$ cat config.mk
export PLATFORM = sky130hd
export DESIGN_NAME = wb_master_bridge_flat
export DESIGN_NICKNAME = d
export VERILOG_FILES = /design/src/rtl/wb_pkg.sv /design/src/rtl/wb_master_bridge_if.sv /design/src/rtl/wb_master_bridge.sv /design/src/flat_wrapper.sv
export SDC_FILE = /design/constraint.sdc
export NUM_CORES = 1
export LEC_CHECK = 0
export BUFFER_PORTS_ARGS = -buffer_cell sky130_fd_sc_hd__buf_2
export CAP_MARGIN = 20
export CORE_ASPECT_RATIO = 0.7
export CORE_MARGIN = 1.5
export CORE_UTILIZATION = 48
export DETAILED_ROUTE_END_ITERATION = 10
export PLACE_DENSITY = 0.92
export SKIP_LAST_GASP = 1
export SLEW_MARGIN = 25
export SYNTH_ARGS = -nofsm -noshare
export SYNTH_HDL_FRONTEND = slang
export SYNTH_SLANG_ARGS = --single-unit
export TNS_END_PERCENT = 5
$ cat constraint.sdc
create_clock -name wb_clk_i -period 3.4 [get_ports wb_clk_i]
set_input_delay 0.34 -clock wb_clk_i [delete_from_list [all_inputs] [get_ports wb_clk_i]]
set_output_delay 0.34 -clock wb_clk_i [all_outputs]
set_load 0.03 [all_outputs]
$ cat src/rtl/wb_pkg.sv
// Shared Wishbone definitions: bus widths, RAM region decode and the command payload
// registered by initiators for the duration of a cycle.
package wb_pkg;

    localparam int unsigned WB_DATA_WIDTH = 32;
    localparam int unsigned WB_SEL_WIDTH  = 4;

    // Region decode field shared with the RAM interface slave
    localparam int unsigned DECODE_MSB   = 16;
    localparam int unsigned DECODE_LSB   = 13;
    localparam int unsigned DECODE_WIDTH = DECODE_MSB - DECODE_LSB + 1;

    localparam logic [DECODE_WIDTH-1:0] IRAM_REGION = 4'h0;
    localparam logic [DECODE_WIDTH-1:0] DRAM_REGION = 4'h1;
    localparam logic [31:0]             IRAM_MASK   = 32'h0000_1FFF;
    localparam logic [31:0]             DRAM_MASK   = 32'h0000_1FFF;

    typedef struct packed {
        logic                     we;
        logic [WB_SEL_WIDTH-1:0]  sel;
        logic [WB_DATA_WIDTH-1:0] wdata;
    } wb_cmd_t;

    function automatic logic [DECODE_WIDTH-1:0] decode_region(input logic [31:0] addr);
        return addr[DECODE_MSB:DECODE_LSB];
    endfunction

endpackage

$ cat src/rtl/wb_master_bridge_if.sv
// Wishbone classic bus between one initiator and the interconnect.
interface wb_master_bridge_if
    import wb_pkg::*;
#(
    parameter int unsigned WB_ADDR_WIDTH = 32
);
    logic                     wb_cyc_o;
    logic                     wb_stb_o;
    logic                     wb_we_o;
    logic [WB_SEL_WIDTH-1:0]  wb_sel_o;
    logic [WB_ADDR_WIDTH-1:0] wb_addr_o;
    logic [WB_DATA_WIDTH-1:0] wb_wdata_o;
    logic [WB_DATA_WIDTH-1:0] wb_rdata_i;
    logic                     wb_ack_i;
    logic                     wb_err_i;

    modport master (
        output wb_cyc_o, wb_stb_o, wb_we_o, wb_sel_o, wb_addr_o, wb_wdata_o,
        input  wb_rdata_i, wb_ack_i, wb_err_i
    );

    modport slave (
        input  wb_cyc_o, wb_stb_o, wb_we_o, wb_sel_o, wb_addr_o, wb_wdata_o,
        output wb_rdata_i, wb_ack_i, wb_err_i
    );
endinterface

$ cat src/rtl/wb_master_bridge.sv
// Core req/gnt to Wishbone classic initiator: one bus cycle per granted request,
// one rvalid pulse per cycle, with an optional timeout for unacknowledged cycles.
module wb_master_bridge
    import wb_pkg::*;
#(
    parameter int unsigned WB_ADDR_WIDTH  = 32,
    parameter int unsigned TIMEOUT_CYCLES = 16
) (
    input  logic                     wb_clk_i,
    input  logic                     rst_ni,
    input  logic                     en_i,
    input  logic                     req_i,
    output logic                     gnt_o,
    input  logic [WB_ADDR_WIDTH-1:0] addr_i,
    input  logic                     we_i,
    input  logic [WB_SEL_WIDTH-1:0]  be_i,
    input  logic [WB_DATA_WIDTH-1:0] wdata_i,
    output logic                     rvalid_o,
    output logic [WB_DATA_WIDTH-1:0] rdata_o,
    output logic                     err_o,
    wb_master_bridge_if.master       wb
);

    localparam int unsigned CNT_W = (TIMEOUT_CYCLES == 0) ? 1 : $clog2(TIMEOUT_CYCLES + 1);
    localparam logic [CNT_W-1:0] CNT_LAST = CNT_W'(TIMEOUT_CYCLES - 1);
    localparam bit TIMEOUT_EN = (TIMEOUT_CYCLES != 0);

    typedef enum logic [1:0] {
        S_IDLE,
        S_BUS,
        S_RESP
    } state_e;

    state_e                   state_q;
    logic                     cyc_q;
    logic [CNT_W-1:0]         cnt_q;
    logic [WB_ADDR_WIDTH-1:0] addr_q;
    wb_cmd_t                  cmd_q;
    logic                     timeout_c;
    logic                     done_c;

    assign gnt_o     = req_i & en_i & (state_q == S_IDLE);
    assign timeout_c = TIMEOUT_EN && (cnt_q == CNT_LAST);
    assign done_c    = wb.wb_err_i | wb.wb_ack_i | timeout_c;

    // Transfer sequencer; all bus and response outputs come straight from flops
    always_ff @(posedge wb_clk_i) begin
        if (!rst_ni) begin
            state_q  <= S_IDLE;
            cyc_q    <= 1'b0;
            cnt_q    <= '0;
            addr_q   <= '0;
            cmd_q    <= '0;
            rvalid_o <= 1'b0;
            err_o    <= 1'b0;
            rdata_o  <= '0;
        end else begin
            rvalid_o <= 1'b0;
            case (state_q)
                S_IDLE: begin
                    if (gnt_o) begin
                        addr_q  <= addr_i;
                        cmd_q   <= '{we: we_i, sel: be_i, wdata: wdata_i};
                        cyc_q   <= 1'b1;
                        cnt_q   <= '0;
                        state_q <= S_BUS;
                    end
                end
                S_BUS: begin
                    cnt_q <= cnt_q + CNT_W'(1);
                    if (done_c) begin
                        cyc_q    <= 1'b0;
                        rvalid_o <= 1'b1;
                        state_q  <= S_RESP;
                        // err beats ack; neither means the timeout fired
                        err_o    <= wb.wb_err_i | ~wb.wb_ack_i;
                        if (wb.wb_ack_i && !wb.wb_err_i && !cmd_q.we) begin
                            rdata_o <= wb.wb_rdata_i;
                        end
                    end
                end
                S_RESP: begin
                    state_q <= S_IDLE;
                end
                default: begin
                    state_q <= S_IDLE;
                end
            endcase
        end
    end

    assign wb.wb_cyc_o   = cyc_q;
    assign wb.wb_stb_o   = cyc_q;
    assign wb.wb_we_o    = cmd_q.we;
    assign wb.wb_sel_o   = cmd_q.sel;
    assign wb.wb_addr_o  = addr_q;
    assign wb.wb_wdata_o = cmd_q.wdata;

endmodule

$ cat src/flat_wrapper.sv
// flat-port wrapper written by rule: the top's interface ports become plain ports
module wb_master_bridge_flat import wb_pkg::*;
#(
    parameter int unsigned WB_ADDR_WIDTH  = 32,
    parameter int unsigned TIMEOUT_CYCLES = 16
)
  (wb_clk_i, rst_ni, en_i, req_i, gnt_o, addr_i, we_i, be_i, wdata_i, rvalid_o, rdata_o, err_o, wb_wb_cyc_o, wb_wb_stb_o, wb_wb_we_o, wb_wb_sel_o, wb_wb_addr_o, wb_wb_wdata_o, wb_wb_rdata_i, wb_wb_ack_i, wb_wb_err_i);
  wb_master_bridge_if #(.WB_ADDR_WIDTH(WB_ADDR_WIDTH)) wb_i ();
  input  logic wb_clk_i;
  input  logic rst_ni;
  input  logic en_i;
  input  logic req_i;
  output logic gnt_o;
  input  logic [WB_ADDR_WIDTH-1:0] addr_i;
  input  logic we_i;
  input  logic [WB_SEL_WIDTH-1:0] be_i;
  input  logic [WB_DATA_WIDTH-1:0] wdata_i;
  output logic rvalid_o;
  output logic [WB_DATA_WIDTH-1:0] rdata_o;
  output logic err_o;
  output wire logic [$bits(wb_i.wb_cyc_o)-1:0] wb_wb_cyc_o;
  output wire logic [$bits(wb_i.wb_stb_o)-1:0] wb_wb_stb_o;
  output wire logic [$bits(wb_i.wb_we_o)-1:0] wb_wb_we_o;
  output wire logic [$bits(wb_i.wb_sel_o)-1:0] wb_wb_sel_o;
  output wire logic [$bits(wb_i.wb_addr_o)-1:0] wb_wb_addr_o;
  output wire logic [$bits(wb_i.wb_wdata_o)-1:0] wb_wb_wdata_o;
  input wire logic [$bits(wb_i.wb_rdata_i)-1:0] wb_wb_rdata_i;
  input wire logic [$bits(wb_i.wb_ack_i)-1:0] wb_wb_ack_i;
  input wire logic [$bits(wb_i.wb_err_i)-1:0] wb_wb_err_i;
  assign wb_wb_cyc_o = wb_i.wb_cyc_o;
  assign wb_wb_stb_o = wb_i.wb_stb_o;
  assign wb_wb_we_o = wb_i.wb_we_o;
  assign wb_wb_sel_o = wb_i.wb_sel_o;
  assign wb_wb_addr_o = wb_i.wb_addr_o;
  assign wb_wb_wdata_o = wb_i.wb_wdata_o;
  assign wb_i.wb_rdata_i = wb_wb_rdata_i;
  assign wb_i.wb_ack_i = wb_wb_ack_i;
  assign wb_i.wb_err_i = wb_wb_err_i;
  wb_master_bridge #(.WB_ADDR_WIDTH(WB_ADDR_WIDTH), .TIMEOUT_CYCLES(TIMEOUT_CYCLES)) u_core (.wb_clk_i(wb_clk_i), .rst_ni(rst_ni), .en_i(en_i), .req_i(req_i), .gnt_o(gnt_o), .addr_i(addr_i), .we_i(we_i), .be_i(be_i), .wdata_i(wdata_i), .rvalid_o(rvalid_o), .rdata_o(rdata_o), .err_o(err_o), .wb(wb_i));
endmodule
==> summary.txt <==
STA
  • Rel. slew slack: 46.7%
  • Worst Max-Slew Pin Slew: 0.800 ns
  • RSZ-0062 raised after global routing: no
  • Clock skew: 0.00703 ns
  • Final Setup Violations: 0
  • Minimum clock period: 2.09 ns
  • Period utilisation layout: 61.5%
  • Slew Viols, Final: 0
  • Setup tns final: 0 ns
  • Final hold violations: 0
  • Fmax: 478 MHz

Floorplanning
  • Starting density of the core: 49.2%
  • Core footprint: 0.00841 mm²
  • Die width: 114 µm
  • Die Height: 80.7 µm
  • Site Rows: 28
  • Die area: 0.00919 mm²
  • Top Ports: 213

Finish
  • Share of layout cells above drive strength 1: 34.7%
  • Commonest non-fill, non-tap cell in the layout: buf_2
  • NumNets Final: 789
  • Inserted Diodes: 0
  • Post-layout util: 64.5%
  • Most frequent cells in the layout: 212 x buf_2, 204 x nand2_1, 111 x dfxtp_1, 75 x a21oi_1, 32 x mux2i_1
  • Area Overhead vs Synth: 31.1%
  • Final Instance Area: 0.00542 mm²

Run
  • MaxCap Viol Count: 0

Yosys
  • FF+latch count, synth: 111
  • Yosys Warn Count: 0
  • Mean Syn Cell Area: 8.48 µm²
  • Post-synthesis cell type count: 29
  • Post-synthesis sequential area ratio: 53.7%
  • Mapped Cells: 488
  • Post-Syn Nets: 597
  • Post-Syn Area: 0.00414 mm²

Setup path
  • Critical path arrival: 1.75 ns
  • Crit path from: u_core.state_q[0]
  • Crit start category: flip-flop
  • Crit-path max FO: 41
  • CP Class: flip-flop to output pin
  • Reg2Reg Launch Point: u_core.state_q[0]
  • CP required: 3.06 ns
  • R2R Setup Slk: 1.54 ns
  • Crit end category: output pin

Detailed routing
  • Vias per cell: 5.03
  • Post-route ant nets: 0
  • DR WL/cell: 13.3 µm
  • TritonRoute pass-1 iters: 4
  • WL final: 10,500 µm
  • DR vias: 3,977
  • Starting DRT DRC Count: 154
  • # DRC: 0

Power and ir drop
  • Power per cell area: 501 mW/mm²
  • Static Leak: 2.51 nW
  • Peak supply drop: 0.335 mV
  • Design Power: 2.72 mW

GRT
  • Vias in the first global route: 3,711
  • Initial antenna violation count: 0
  • First-pass GRT wire length: 16,000 µm
  • GR Overflow Total: 0
  • Largest net degree at the start of global routing: 79
  • Total track usage: 21.9%

CTS
  • H-tree depth: 3
  • TritonCTS buffer count: 9
  • Reg clk slew, reported paths: 0.07 ns
  • Bufs on Longest Clock Path: 2
  • Clock Sinks: 111
  • Clock latency on the worst-skew pair: 0.34 ns
  • Setup Fix Bufs, Post-CTS: 0
  • CTS root buf: clkbuf_16
  • Hold-fix buffers, CTS: 0
  • CTS tree: yes
  • Post-cts resize count: 0

Min path
  • Hold Path Class: input pin to flip-flop
  • Worst hold start: be_i[3]

Placed design
  • Number of port buffers: 212
  • Post-DP Area: 0.00514 mm²
  • Gpl congestion: 0.779
  • DPL Wire Length: 7490 µm

Status
  • Outcome: completed
[cell usage after synthesis]
cell type,number,area (µm²)
buf_4,9,67.6
nand3_1,5,25.0
nor3_4,1,16.3
o21ai_1,1,5.00
o31ai_1,1,7.51
o21ai_0,2,10.0
clkbuf_1,9,33.8
a21oi_1,75,375
a211oi_1,1,7.51
buf_2,13,65.1
or3_1,1,6.26
inv_2,2,7.51
nand2b_1,1,6.26
a31oi_1,1,6.26
buf_8,3,45.0
dfxtp_1,111,2220
buf_6,1,11.3
nand2_1,204,766
nand4_1,1,6.26
nor2b_1,1,6.26
and3_1,1,6.26
nand4bb_4,1,27.5
inv_1,2,7.51
ha_1,2,25.0
nor3_1,3,15.0
nand2b_4,2,27.5
nor2_1,1,3.75
mux2i_1,32,320
o21a_1,1,7.51
[critical path, stage by stage (launching register included)]
cell and delay [ns]:
dfxtp_1 0.35, nand4bb_4 0.24, inv_2 0.48, buf_2 0.31
[registers in the layout (all words and copies together) (netlist names)]
name	flops
u_core.wb.wb_wdata_o	32
u_core.rdata_o	32
u_core.wb.wb_addr_o	32
u_core.err_o	1
u_core.wb.wb_sel_o	4
u_core.wb.wb_cyc_o	1
u_core.rvalid_o	1
u_core.wb.wb_we_o	1
u_core.state_q	2
u_core.cnt_q	5
[cell type report]
class / count / area, µm²
fill: 710 / 2990
clock buffer: 10 / 239
inverter: 4 / 17.5
multi-input combinational: 338 / 1680
clock inverter: 6 / 45.0
sequential: 111 / 2220
timing repair buffer: 216 / 1090
tap: 105 / 131
[through the flow]
stage | hold slack [ns] | setup slack (ns) | cells
3_3_place_gp | 0.439 | 1.66 | 774
4_1_cts | 0.219 | 1.30 | 790
5_1_grt | 0.226 | 1.20 | 790
3_5_place_dp | 0.443 | 1.55 | 774
6_report | 0.225 | 1.31 | 790
2_1_floorplan | 0.448 | 1.93 | 488
[metal layers]
| metal | vias to the layer above | global-route usage (%) | wire [µm] |
|---|---|---|---|
| met1 | 1820 | 22.3 | 4220 |
| met2 | 171 | 41.3 | 5220 |
| met3 | 24 | 7.17 | 858 |
| met5 | - | 0 | 0 |
| li1 | 1962 | - | - |
| met4 | 0 | 9.50 | 219 |
[power breakdown]
| part | internal [mW] | switching (mW) |
|---|---|---|
| Sequential | 1.35 | 0.0258 |
| Clock | 0.520 | 0.474 |
| Combinational | 0.117 | 0.232 |
| Total | 1.98 | 0.731 |
[logic make-up after synthesis]
kind of cell | after synthesis | share of synthesized area (%)
mux | 32 | 7.74
flops | 111 | 53.7
simple gates | 222 | 22.1
compound gates | 82 | 10.1
fa+ha+maj | 2 | 0.605
buf+inv | 39 | 5.75
[worst paths after layout]
check / to / cells after the start
min: u_core.wb.wb_sel_o[3] / 3
min reg2reg: u_core.err_o / 2
max: gnt_o / 3
max reg2reg: u_core.wb.wb_addr_o[0] / 5
Note: power is estimated with default switching activity, not from simulation.
